[config.mk]
export PLATFORM = sky130hd
export DESIGN_NAME = bitonic_sort_ctrl
export DESIGN_NICKNAME = d
export VERILOG_FILES = /design/src/rtl/sort_pkg.sv /design/src/rtl/bitonic_sorter.sv /design/src/rtl/bitonic_sort_ctrl.sv
export SDC_FILE = /design/constraint.sdc
export NUM_CORES = 1
export LEC_CHECK = 0
export ABC_CLOCK_PERIOD_IN_PS = 33700
export CORE_ASPECT_RATIO = 1.75
export CORE_UTILIZATION = 35
export DETAILED_ROUTE_END_ITERATION = 12
export PLACE_DENSITY = 0.49
export SYNTH_ARGS = -nofsm -noshare
export SYNTH_HDL_FRONTEND = slang
export SYNTH_SLANG_ARGS = --single-unit
[constraint.sdc]
create_clock -name clk -period 33.7 [get_ports clk]
set_clock_uncertainty 0.15 [all_clocks]
set_input_delay 3.37 -clock clk [delete_from_list [all_inputs] [get_ports clk]]
set_output_delay 3.37 -clock clk [all_outputs]
set_load 0.02 [all_outputs]
[src/rtl/sort_pkg.sv]
// Shared definitions for the bitonic sort controller and its sorter network.
package sort_pkg;

  localparam int unsigned FRAME = 8;
  localparam int unsigned IDX_W = 3;

  typedef enum logic [1:0] {
    S_LOAD,
    S_SORT,
    S_DRAIN
  } state_e;

endpackage

[src/rtl/bitonic_sorter.sv]
// Combinational 8-input bitonic sorting network, ascending, signed compare.
module bitonic_sorter
  import sort_pkg::*;
#(
  parameter int unsigned N = 16
) (
  input  logic                clk,
  input  logic                rst_n,
  input  logic signed [N-1:0] data_i [FRAME],
  output logic signed [N-1:0] data_o [FRAME]
);

  // Clock and reset are part of the common block interface only.
  logic unused_clk_rst;
  assign unused_clk_rst = clk ^ rst_n;

  logic signed [N-1:0] v [FRAME];
  logic signed [N-1:0] a, b;

  // Classic k/j bitonic schedule; block direction comes from bit k of the lane index.
  always_comb begin
    a = '0;
    b = '0;
    for (int i = 0; i < FRAME; i++) v[IDX_W'(i)] = data_i[IDX_W'(i)];
    for (int k = 2; k <= FRAME; k = k * 2) begin
      for (int j = k / 2; j > 0; j = j / 2) begin
        for (int i = 0; i < FRAME; i++) begin
          if ((i ^ j) > i) begin
            a = v[IDX_W'(i)];
            b = v[IDX_W'(i ^ j)];
            if (((i & k) == 0) ? (a > b) : (a < b)) begin
              v[IDX_W'(i)]     = b;
              v[IDX_W'(i ^ j)] = a;
            end
          end
        end
      end
    end
    for (int i = 0; i < FRAME; i++) data_o[IDX_W'(i)] = v[IDX_W'(i)];
  end

endmodule

[src/rtl/bitonic_sort_ctrl.sv]
// Serial gather -> one-cycle bitonic sort -> serial replay, valid/ready on both sides.
module bitonic_sort_ctrl
  import sort_pkg::*;
#(
  parameter int unsigned N     = 16,
  parameter int unsigned FRAME = 8
) (
  input  logic                clk,
  input  logic                rst_n,
  input  logic                abort,
  input  logic                in_valid,
  input  logic signed [N-1:0] in_data,
  input  logic                in_desc,
  output logic                in_ready,
  output logic                out_valid,
  output logic signed [N-1:0] out_data,
  output logic                out_last,
  input  logic                out_ready,
  output logic                busy
);

  localparam logic [IDX_W-1:0] LastIdx = IDX_W'(sort_pkg::FRAME - 1);

  state_e              state_q;
  logic [IDX_W-1:0]    cnt_q, idx_q;
  logic                desc_q;
  logic                out_valid_q;
  logic signed [N-1:0] in_buf  [sort_pkg::FRAME];
  logic signed [N-1:0] out_buf [sort_pkg::FRAME];
  logic signed [N-1:0] sorted  [sort_pkg::FRAME];

  bitonic_sorter #(
    .N(N)
  ) u_sorter (
    .clk   (clk),
    .rst_n (rst_n),
    .data_i(in_buf),
    .data_o(sorted)
  );

  always_ff @(posedge clk or negedge rst_n) begin
    if (!rst_n) begin
      state_q     <= S_LOAD;
      cnt_q       <= '0;
      idx_q       <= '0;
      desc_q      <= 1'b0;
      out_valid_q <= 1'b0;
      for (int i = 0; i < sort_pkg::FRAME; i++) begin
        in_buf[IDX_W'(i)]  <= '0;
        out_buf[IDX_W'(i)] <= '0;
      end
    end else if (abort) begin
      // Buffers are left untouched; only the sequencing is discarded.
      state_q     <= S_LOAD;
      cnt_q       <= '0;
      idx_q       <= '0;
      out_valid_q <= 1'b0;
    end else begin
      unique case (state_q)
        S_LOAD: begin
          if (in_valid) begin
            in_buf[cnt_q] <= in_data;
            if (cnt_q == '0) desc_q <= in_desc;
            cnt_q <= cnt_q + 1'b1;
            if (cnt_q == LastIdx) state_q <= S_SORT;
          end
        end
        S_SORT: begin
          for (int i = 0; i < sort_pkg::FRAME; i++) out_buf[IDX_W'(i)] <= sorted[IDX_W'(i)];
          state_q     <= S_DRAIN;
          out_valid_q <= 1'b1;
        end
        S_DRAIN: begin
          if (out_ready) begin
            idx_q <= idx_q + 1'b1;
            if (idx_q == LastIdx) begin
              state_q     <= S_LOAD;
              out_valid_q <= 1'b0;
            end
          end
        end
        default: state_q <= S_LOAD;
      endcase
    end
  end

  assign in_ready  = (state_q == S_LOAD);
  assign out_valid = out_valid_q;
  assign out_last  = out_valid_q && (idx_q == LastIdx);
  // ~idx_q is 7-idx for the 3-bit index: descending replay of the ascending buffer.
  assign out_data  = desc_q ? out_buf[~idx_q] : out_buf[idx_q];
  assign busy      = (cnt_q != '0) || (state_q != S_LOAD);

  frame_fixed: assert property (@(posedge clk) FRAME == sort_pkg::FRAME);

endmodule

==> metrics <==
outcome finished clean; area grow syn2layout 10.5%; average wire per standard cell between 20 and 25 um; library cell with the largest summed area after synthesis dfrtp_1; post-DR vias/cell ~6; TritonCTS Buffers 17; worst-case clock buffer depth 2; die footprint between 0.04 and 0.05 mm2; kind of start point of the critical path flip-flop; category of the most critical setup path flip-flop to flip-flop; final-layout fill cell count between 4,000 and 5,000; number of enable flip-flop cells after synthesis 0; Worst Tran Pin Value about 1300 ps; Mapped Nets between 1,500 and 2,000; number of max-capacitance violations reported 0; top achievable clock speed roughly 0.059 GHz; Die Wd 156 um; number of global-route vias before repair around 13,000; commonest non-fill, non-tap cells in the layout inv_1 (158), ha_1 (157), dfrtp_1 (137); Critical Path Slowest Stage Cell nand2_1; data arrival at the endpoint of the critical path 17,310 ps; htree depth 4; effective utilization at floorplan 0.354; number of antenna violations at the first check in global routing 0; total count of hold-check failures in the final report 0; later-pin clock latency in the skew report roughly 460 ps; time the worst path needs with I/O delays and setup around 17,000 ps; CP dominant cell by count o21ai_0; Synth Cell Area ~0.014 mm2; total number of vias 13,100; core area 0.0408 mm2; CP Capture Type flip-flop; boundary pin count 42; number of routed nets with antenna violations 0; CTS clk-pin slew, worst paths 70 ps; RePlAce Congestion between 0.9 and 1; Global Route Usage Sum 0.255; cts repair resizes 0; YS warnings between 60 and 70; post-synthesis area per instance ~8.9 um2; RSZ-0062 raised after global routing no; DIE HEIGHT 271 um; # DRC 0; half-perimeter wire length after detailed placement 42.8 mm; commonest non-fill, non-tap cell in the layout inv_1; Req. time, crit path around 34,000 ps; worst-path fanout max between 40 and 50; cell count after synthesis between 1,500 and 2,000; fraction of layout instances using a drive strength above 1 0.110; ratio of final minimum period to clock period 0.507; ANT cells 0; number of iterations in the first detailed-routing pass 6; post-layout util 0.391; number of slew-limit violations in the final report 0; fraction of post-synthesis cell area in the top cell type by area 0.239; headroom to the max-slew limit 0.150; Distinct cells, synth around 80; Num Clock Sinks roughly 140; setup fix buffers added after clock tree synthesis 0; net total in the final layout roughly 1,800; Iter 0 DRT Violations 658; cell types with the largest area share after synthesis dfrtp_1 (24%), ha_1 (14%), mux2i_1 (8.2%), mux4_2 (5.0%), mux2_2 (4.9%); portion of the post-synthesis area used by sequential elements 0.239; worst min-delay path class flip-flop to flip-flop; Post-Place Cell Area around 0.015 mm2; global-route wire length before repair roughly 80 mm; proportion of register bits with asynchronous set or reset after synthesis 1.00; TritonCTS clock tree yes; num rows just under 100; Sum Neg Setup Slack 0 ps; CTS Hold Buffers Added 0; total of endpoints with negative setup slack in the final report 0; number of buffers added on ports between 40 and 50; Congestion Overflow GR 0; flip-flop and latch count after synthesis 138; Non-Filler Cell Area, Final 0.0160 mm2; primary flip-flop cell chosen by synthesis mapping dfrtp_1; Root Driver clkbuf_16; pin count of the biggest net entering global routing 73; drt total wl between 50 and 60 mm; Crit path largest cell delay ~650 ps
cell families (layout without fill, tap and decap cells):
| logic type | count (synthesis) | after routing | share of synthesized area |
|---|---|---|---|
| AOI/OAI and AO/OA | 496 | 496 | 0.246 |
| and+or+nand+nor | 374 | 374 | 0.127 |
| buffers and inverters | 246 | 250 | 0.0666 |
| muxes | 214 | 214 | 0.182 |
| adders and majority gates | 158 | 158 | 0.137 |
| DFF | 138 | 138 | 0.239 |
| xor gates and xnor gates | 5 | 5 | 0.00303 |
metrics by stage:
stage	setup slack [ps]	cells	hold WS (ps)
finish	16630	2185	388
global route	15690	2185	404
CTS	16880	2185	387
detailed placement	16960	2153	371
global placement	17170	2153	364
floorplan	19950	1631	329
layout make-up:
cell class	count	area, um2	area share
multi-input combinational	1247	10100	0.632
sequential	138	3450	0.216
tap	550	688	0.0431
inverter	158	593	0.0371
timing repair buffer	60	554	0.0347
clock buffer	18	439	0.0275
clock inverter	14	159	0.00994
Yosys cell counts (5+ instances only):
master / number
nand2_1: 78
o21a_1: 13
clkbuf_1: 57
and2_1: 8
nand4_1: 33
a21o_1: 26
o211ai_1: 13
a31oi_1: 23
a211oi_1: 54
a22oi_1: 12
nor2b_1: 20
and4_1: 5
mux2_2: 63
nand3_1: 30
a211o_1: 6
o21ai_0: 62
and3_1: 8
o211a_1: 5
dfrtp_1: 138
a21oi_1: 126
inv_1: 158
a221o_1: 65
nor2_1: 124
a221oi_1: 35
nor4_1: 8
buf_2: 20
buf_1: 8
nand2b_1: 21
mux2i_1: 118
nor3_1: 18
mux4_2: 32
ha_1: 157
a22o_1: 17
registers in the layout, indices dropped and copies added, names as in the netlist:
signal,flops
cnt_q,3
desc_q,1
idx_q,3
in_buf,64
out_buf,64
out_valid,1
state_q,2
final timing paths:
path,end,slack [ps],cells past startpoint,startpoint
min in group asynchronous,desc_q$_DFFE_PN0P_,2740,1,rst_n
worst min register to register,in_buf[70]$_DFFE_PN0P_,390,1,in_buf[70]$_DFFE_PN0P_
max in group asynchronous,out_buf[121]$_DFFE_PN0P_,29280,2,rst_n
worst max register to register,out_buf[105]$_DFFE_PN0P_,16630,67,in_buf[111]$_DFFE_PN0P_
worst max-delay path,out_buf[105]$_DFFE_PN0P_,16630,67,in_buf[111]$_DFFE_PN0P_
worst min-delay path,in_buf[70]$_DFFE_PN0P_,390,1,in_buf[70]$_DFFE_PN0P_
layer usage:
layer | GRT usage | up-vias | wire, um
met3 | 0.0253 | 134 | 1470
met1 | 0.250 | 6455 | 18500
met2 | 0.488 | 329 | 28500
met4 | 0.180 | 0 | 3730
met5 | 0 | - | 0
li1 | - | 6192 | -
worst max-delay path, delay by kind of cell (launching register included):
| kind | cells | cell delay [ps] |
|---|---|---|
| compound gates | 31 | 8160 |
| flops | 1 | 350 |
| simple gates | 24 | 4560 |
| mux | 2 | 660 |
| fa+ha+maj | 5 | 1690 |
| buf+inv | 5 | 1360 |
Power is left out: the tool's default activity adds up to more than one toggle a clock period on the data nets, which glitch-free logic cannot reach.
